==> config.mk <==
export PLATFORM = sky130hd
export DESIGN_NAME = pci_bus_arbiter
export DESIGN_NICKNAME = d
export VERILOG_FILES = /design/src/rtl/pci_bus_arbiter.sv
export SDC_FILE = /design/constraint.sdc
export NUM_CORES = 1
export LEC_CHECK = 0
export ABC_AREA = 1
export BUFFER_PORTS_ARGS = -buffer_cell sky130_fd_sc_hd__buf_2
export CORE_UTILIZATION = 50
export CTS_CLUSTER_SIZE = 20
export DETAILED_ROUTE_END_ITERATION = 8
export PLACE_DENSITY = 0.8
export SLEW_MARGIN = 20
export SYNTH_ARGS = -nofsm -noshare
export SYNTH_HDL_FRONTEND = slang
export SYNTH_SLANG_ARGS = --single-unit
==> constraint.sdc <==
create_clock -name clk -period 1.9 [get_ports clk]
set_clock_uncertainty 0.1 [all_clocks]
set_input_delay 0.285 -clock clk [delete_from_list [all_inputs] [get_ports clk]]
set_output_delay 0.285 -clock clk [all_outputs]
set_load 0.02 [all_outputs]
==> src/rtl/pci_bus_arbiter.sv <==
// Round-robin PCI bus arbiter: active-low REQ/GNT, FRAME/IRDY ownership tracking,
// turnaround enforcement and grant timeout. Define PCI_ARB_PARK_EN for bus parking.
module pci_bus_arbiter #(
    parameter int N_MASTERS   = 3,
    parameter int GNT_TIMEOUT = 16,
    parameter int IDX_W       = 2
) (
    input  logic                 clk,
    input  logic                 rst,
    input  logic [N_MASTERS-1:0] REQ,
    output logic [N_MASTERS-1:0] GNT,
    input  logic                 FRAME,
    input  logic                 IRDY,
    output logic [IDX_W-1:0]     grant_idx,
    output logic                 bus_busy,
    output logic                 timeout
);

    // state      | meaning
    // IDLE       | bus free, arbitrating (or parked when enabled)
    // GRANTED    | one GNT low, waiting for the owner to assert FRAME
    // BUSY       | transaction in progress, no grants
    // TURNAROUND | one idle cycle before arbitration resumes
    typedef enum logic [1:0] {
        IDLE,
        GRANTED,
        BUSY,
        TURNAROUND
    } state_t;

    localparam int TW = $clog2(GNT_TIMEOUT);
    localparam logic [TW-1:0] TMR_LOAD = TW'(GNT_TIMEOUT - 1);

    state_t                 state_q, state_d;
    logic [N_MASTERS-1:0]   gnt_q, gnt_d;
    logic [IDX_W-1:0]       idx_q, idx_d;
    logic [IDX_W-1:0]       ptr_q, ptr_d;
    logic [TW-1:0]          tmr_q, tmr_d;
    logic                   to_q, to_d;
    logic [IDX_W-1:0]       win;
    logic [IDX_W-1:0]       cand;
    logic                   any_req;
    logic                   grant_ok;

    // Walk offsets from farthest to nearest so the nearest requester after ptr wins.
    always_comb begin
        win     = ptr_q;
        cand    = '0;
        any_req = 1'b0;
        for (int i = N_MASTERS; i >= 1; i--) begin
            cand = IDX_W'((int'(ptr_q) + i) % N_MASTERS);
            if (!REQ[cand]) begin
                win     = cand;
                any_req = 1'b1;
            end
        end
    end

`ifdef PCI_ARB_PARK_EN
    logic                 parked;
    logic [N_MASTERS-1:0] park_mask;

    assign parked    = (gnt_q != '1);
    assign park_mask = ~(N_MASTERS'(1) << idx_q);
    // A different requester first sees one all-high cycle before its grant.
    assign grant_ok  = !parked || (win == idx_q);
`else
    assign grant_ok  = 1'b1;
`endif

    always_comb begin
        state_d = state_q;
        gnt_d   = gnt_q;
        idx_d   = idx_q;
        ptr_d   = ptr_q;
        tmr_d   = tmr_q;
        to_d    = 1'b0;
        case (state_q)
            IDLE: begin
                gnt_d = '1;
                if (!FRAME) begin
                    state_d = BUSY;
                end else if (any_req && IRDY) begin
                    if (grant_ok) begin
                        gnt_d   = ~(N_MASTERS'(1) << win);
                        idx_d   = win;
                        ptr_d   = win;
                        tmr_d   = TMR_LOAD;
                        state_d = GRANTED;
                    end
                end
`ifdef PCI_ARB_PARK_EN
                else if (!any_req) begin
                    gnt_d = park_mask;
                end
`endif
            end
            GRANTED: begin
                if (!FRAME) begin
                    gnt_d   = '1;
                    state_d = BUSY;
                end else if (REQ[idx_q]) begin
                    gnt_d   = '1;
                    state_d = IDLE;
                end else if (tmr_q == '0) begin
                    gnt_d   = '1;
                    to_d    = 1'b1;
                    state_d = IDLE;
                end else begin
                    tmr_d = tmr_q - 1'b1;
                end
            end
            BUSY: begin
                gnt_d = '1;
                if (FRAME && IRDY) state_d = TURNAROUND;
            end
            TURNAROUND: begin
                gnt_d   = '1;
                state_d = IDLE;
            end
            default: begin
                gnt_d   = '1;
                state_d = IDLE;
            end
        endcase
    end

    always_ff @(posedge clk) begin
        if (rst) begin
            state_q <= IDLE;
            gnt_q   <= '1;
            idx_q   <= '0;
            ptr_q   <= IDX_W'(N_MASTERS - 1);
            tmr_q   <= '0;
            to_q    <= 1'b0;
        end else begin
            state_q <= state_d;
            gnt_q   <= gnt_d;
            idx_q   <= idx_d;
            ptr_q   <= ptr_d;
            tmr_q   <= tmr_d;
            to_q    <= to_d;
        end
    end

    assign GNT       = gnt_q;
    assign grant_idx = idx_q;
    assign bus_busy  = (state_q == BUSY) || (state_q == TURNAROUND);
    assign timeout   = to_q;

endmodule

After elaboration in Yosys (flattened, before gate mapping)

Cells that the tools add are included.

Add/sub/neg operators: 4
Divide/modulo/power cells: 3
$lt $le $gt $ge: 4
Equality and inequality tests: 11
Shifts and indexed selects: 1
Mux-type cells: 34
Bitwise operators: 3
Reduce and logical (&&, ||, !) cells: 11

Operators with widths:

| cell                                                                          | number |
|---|---|
| 32-bit by 3-bit modulo with 32-bit output (second input constant)             | 3 |
| 4-bit 2-to-1 mux                                                              | 5 |
| 2-bit 2-to-1 mux                                                              | 9 |
| 3-bit 2-to-1 mux                                                              | 5 |
| 2-bit by 3-bit less-than comparator with 1-bit output (second input constant) | 4 |
| 2-bit inequality test (second input constant)                                 | 6 |
| 3-bit case mux with 3 select lines                                            | 1 |
| 1-bit binary-select mux with 2-bit select                                     | 4 |
| 1-bit 2-to-1 mux                                                              | 8 |
| 2-bit case mux with 4 select lines                                            | 1 |
| 4-bit case mux with 2 select lines                                            | 1 |
| 2-bit by 2-bit adder with 3-bit output (second input constant)                | 2 |
| 3-bit AND reduction                                                           | 2 |
| 6-bit AND reduction                                                           | 1 |
| 2-bit equality test (second input constant)                                   | 2 |
| 4-bit logical NOT                                                             | 1 |
| 4-bit inequality test (second input constant)                                 | 1 |
| 4-bit OR reduction                                                            | 1 |
| 4-bit by 1-bit subtractor with 4-bit output (second input constant)           | 1 |
| 2-bit by 1-bit adder with 3-bit output (second input constant)                | 1 |
| 3-bit inequality test (second input constant)                                 | 1 |
| 3-bit inverter                                                                | 1 |
| 1-bit by 2-bit left shift with 3-bit output (first input constant)            | 1 |
| 2-bit by 1-bit equality test with 1-bit output (second input constant)        | 1 |
| 6 further kinds                                                               | 8 |

Register bits after elaboration: 14
Word-level logic and storage cells: 77

Depth between registers and ports, before layout

Word-level depth: 12
Gate-level depth with buffers: 13
Gate-level depth less buffers: 13

Worst setup path after synthesis

Ideal clock, no wire load.

Path kind: register to register
Start: register idx_q[0] (netlist: grant_idx[0])
End: register tmr_q[1]
Data arrival time: 1.669 ns
Path slack: 0.015 ns
Stages on the path, launching flop included: 13
Period minus slack after synthesis: 1.885 ns
Cells stage by stage: dfxtp_1 -> inv_1 -> ha_1 -> nor2_1 -> nor2_1 -> nor2_1 -> nand3_2 -> nand2_2 -> nand2_2 -> nand2_4 -> inv_1 -> nor2_1 -> nor2_1

Word-level cells in the longest chain between the ends: 4

RTL lines:

| what                                      | line | source |
|---|---|---|
| start: declaration                        | 36   | `logic [IDX_W-1:0] idx_q, idx_d;` |
| start signal: assignment                  | 139  | `idx_q <= idx_d;` |
| 1-bit binary-select mux with 2-bit select | 102  | `end else if (REQ[idx_q]) begin` |
| 1-bit 2-to-1 mux (implied by the code)    | 102  |  |
| 2-bit inequality test (no source line)    | -    |  |
| 6-bit AND reduction (no source line)      | -    |  |
| end signal: assignment                    | 141  | `tmr_q <= tmr_d;` |
| end: declaration                          | 38   | `logic [TW-1:0] tmr_q, tmr_d;` |

Every way passes these cells. The select of a mux whose other input is x is not followed.
A chain may end at the register's enable or synchronous reset.

==> results.txt <==
- Of the available clock period, the critical path in the final layout requires 0.9630.
- Buffers added on ports: 13
- The tree is rooted in a sky130_fd_sc_hd__clkbuf_4.
- Placed wire-length estimate after detailed placement: 1675 µm
* Maximum fanout count along the critical path: 6
- In this run, synthesis inferred 0 flip-flops with an integrated enable.
* Initial Utilization: 0.5475
- The clock drives 13 sinks.
* Setup repair after global routing missed its margin: yes
- At the pin with the least slew margin, the transition time is 0.3672 ns.
- Cell mode on critical path: sky130_fd_sc_hd__inv_2
- In the routed design, unresolved DRC markers number 0.
* Synth area leaders: sky130_fd_sc_hd__dfxtp_1 27%, sky130_fd_sc_hd__nand2_1 18%, sky130_fd_sc_hd__nand3_1 9.8%, sky130_fd_sc_hd__inv_1 9.3%, sky130_fd_sc_hd__nor2_1 7.4%
- On the worst path, the slowest cell contributes a delay of 0.35 ns.
- Summed over all layers, the global routing overflow is 0.
- Placement row count: 15
- The path class of the tightest hold or removal check is in -> reg.
* CTS tree: yes
- In this run, synthesis produced a sequential element count of 13.
* Post-DR wirelength/cell: 11.31 µm
- Synthesis produced 163 cells.
* Areal power density over the cells: 732.9 nW/µm²
- Final core utilization: 0.6518
- Max Transition Viols Final: 0
- The finished layout holds 205 standard cells, fillers aside.
- In this run the static leakage power is 0.5922 nW.
* Number of distinct library cells after synthesis: 22
- Chip height: 45.95 µm
* Top-level port count: 14
- Area share of the largest cell type after synthesis: 0.2694
* Antenna Nets Post-Route: 0
- Number of antenna violations at the first check in global routing: 0
- Fraction of registers with async set/reset: 0
- At the worst endpoint, the required time is 1.97 ns.
* H-tree depth reported by CTS: 1
- For the worst setup path, the data arrival time is 1.90 ns.
- Reg clk slew, reported paths: 0.09 ns
- Yosys warning count: 0
- In this run the deepest clock path goes through 2 buffers.
* Main flop type after synthesis: sky130_fd_sc_hd__dfxtp_1
* Weighted congestion reported at the end of routability-driven placement: 1.015
- The synthesized design spends more area on one cell type than any other, namely sky130_fd_sc_hd__dfxtp_1.
* Proportion of layout cells with a drive suffix above 1: 0.2500
* DRT Wirelength: 2318 µm
* Antenna Cells: 0
- Headroom to the max-slew limit came out at 0.7543.
- The largest individual stage delay along the critical path comes from the cell sky130_fd_sc_hd__dfxtp_2.
- Max-cap violations in this run came to 0.
- Number of buffers created by CTS: 3
- Category of cells accounting for the largest share of critical-path delay: simple AND/OR/NAND/NOR gates
- Chip width: 45.95 µm
* Vias after detailed routing: 1050
* Worst vdd rail ir drop: 407.1 µV
- Entering global routing, the biggest net connects 10 pins.
- The worst setup path is launched from a flip-flop.
* Net count after synthesis: 175
* Hold WS: 0.1276 ns
* Number of buffers added to fix hold violations after cts: 0
* Number of DRC markers after the initial detailed-route iteration: 44
- The number of buffers and inverters on the critical path is 3.
- The first TritonRoute pass finished after 5 iterations.
- In the global route stage, overall resource usage came out at 0.2307.
* Wire length of the first global-routing pass: 3546 µm
- Clock latency at the later pin of the worst-skew pair: 0.28 ns
- Maximum clock frequency: 0.5466 GHz
- Worst Setup End Kind: flip-flop
- Worst reg2reg setup slack: 0.07 ns
- Each instance of the synthesized netlist takes up on average 5.926 µm².
* Signed area change from the synthesized netlist to the final layout: 19.04%
- Of the synthesized area, sequential elements account for 0.2694.
- The via count of the first global-routing pass came to 871.
- Including well taps, the total number of placed cells is 200.
- The design draws 0.0008428 W.
- The total area inside the core boundary comes to 1764 µm².
- Number of hold-slack violations in the final timing report: 0
- Total die area: 2111 µm²
* Final min period: 1.830 ns
* Setup-failing EPs final: 0
- The run finished with clean final reports.
* Netlist Area Pre-Place: 965.9 µm²
- Worst Path Class, Setup: reg -> reg
- Final Net Count: 193
- Dividing the detail-routed via count by the number of cells gives 5.122.
- List of cells traversed by the critical path: inv_2 > ha_4 > inv_2 > nand2_2 > nor2_2 > nor2_2 > nand3_2 > nand3_1 > inv_2 > o21ai_0 > nor2_1
## report_power, final
part	switching [W]	internal, W
combinational	0.000223	0.000127
clock	0.000102	0.0000782
sequential	0.0000182	0.000294
## worst register-to-register path, cell delays in order, from the launching register on
cell                      delay, ns
sky130_fd_sc_hd__dfxtp_2       0.35
sky130_fd_sc_hd__inv_2         0.06
sky130_fd_sc_hd__ha_4          0.30
sky130_fd_sc_hd__inv_2         0.07
sky130_fd_sc_hd__nand2_2       0.08
sky130_fd_sc_hd__nor2_2        0.05
sky130_fd_sc_hd__nor2_2        0.13
sky130_fd_sc_hd__nand3_2       0.11
sky130_fd_sc_hd__nand3_1       0.14
sky130_fd_sc_hd__inv_2         0.08
sky130_fd_sc_hd__o21ai_0       0.19
sky130_fd_sc_hd__nor2_1        0.08
## registers in the layout, summed over array words and instances (netlist names)
name / count
ptr_q: 1
state_q: 2
GNT: 3
grant_idx: 2
tmr_q: 4
timeout: 1
## cell usage after synthesis (2+ instances only)
master	n
sky130_fd_sc_hd__nand2_1	46
sky130_fd_sc_hd__inv_1	24
sky130_fd_sc_hd__nand3_1	19
sky130_fd_sc_hd__nor2_1	19
sky130_fd_sc_hd__dfxtp_1	13
sky130_fd_sc_hd__a21oi_1	9
sky130_fd_sc_hd__o21ai_0	7
sky130_fd_sc_hd__ha_1	5
sky130_fd_sc_hd__inv_2	3
sky130_fd_sc_hd__nand2_2	3
sky130_fd_sc_hd__nor2_2	3
sky130_fd_sc_hd__o211ai_1	2
## cell type report
| type | instances | area (µm²) |
|---|---|---|
| Multi-Input combinational cell | 121 | 644.4 |
| Fill cell | 172 | 614.3 |
| Sequential cell | 13 | 265.3 |
| Inverter | 27 | 101.3 |
| Timing Repair Buffer | 15 | 80.08 |
| Tap cell | 25 | 31.28 |
| Clock buffer | 3 | 22.52 |
| Clock inverter | 1 | 5.005 |
## cell usage in the layout, fill, tap and decap left out, types with 2 or more instances in the layout
cell                        n
sky130_fd_sc_hd__buf_2     13
sky130_fd_sc_hd__a21oi_1    8
sky130_fd_sc_hd__nor2_1    17
sky130_fd_sc_hd__inv_2      5
sky130_fd_sc_hd__buf_4      2
sky130_fd_sc_hd__nand2_4    2
sky130_fd_sc_hd__nand3_1   18
sky130_fd_sc_hd__o21ai_1    3
sky130_fd_sc_hd__dfxtp_1   11
sky130_fd_sc_hd__clkbuf_4   3
sky130_fd_sc_hd__ha_4       2
sky130_fd_sc_hd__inv_1     22
sky130_fd_sc_hd__nand2_1   44
sky130_fd_sc_hd__o21ai_0    5
sky130_fd_sc_hd__o211ai_1   2
sky130_fd_sc_hd__ha_1       2
sky130_fd_sc_hd__nand2_2    4
sky130_fd_sc_hd__nor2_2     5
sky130_fd_sc_hd__nand3_2    2
## final timing paths
check / from / endpoint / cells past startpoint
hold / removal: rst / tmr_q[3] / 2
setup reg to reg: grant_idx[0] / grant_idx[0] / 11
setup / recovery: grant_idx[0] / grant_idx[0] / 11
hold reg to reg: tmr_q[3] / tmr_q[3] / 2
## routing by layer
metal  vias up  global-route usage  share of wire
li1        546                   -              -
met1       474              0.3198           0.48
met2        26              0.3493           0.47
met3         4             0.07143          0.043
met4         0             0.04706         0.0078
met5         -                   0              0
## timing repair
| item | 4_1_cts | 5_1_grt |
|---|---|---|
| resized for setup | 0 | 19 |
| endpoints found under the setup margin | 0 | 11 |
| setup buffers | 0 | 1 |
## cell families after synthesis
family                     count (synthesis)  share of synthesized area
and+or+nand+nor                           96                     0.4365
buffers and inverters                     29                     0.1166
AOI/OAI and AO/OA                         20                     0.1127
DFF                                       13                     0.2694
adders and majority gates                  5                    0.06477
## stage by stage
stage | setup WS, ns | cell area [µm²] | TNS [ns]
final | 0.07036 | 1150 | 0
after global routing | -0.06378 | 1150 | -0.2529
after CTS | 0.01203 | 1086 | 0
after detailed placement | 0.02704 | 1059 | 0
after global placement | 0.03985 | 1059 | 0
after floorplan | 0.01494 | 965.9 | 0
Power figures use the tool's default switching activity.
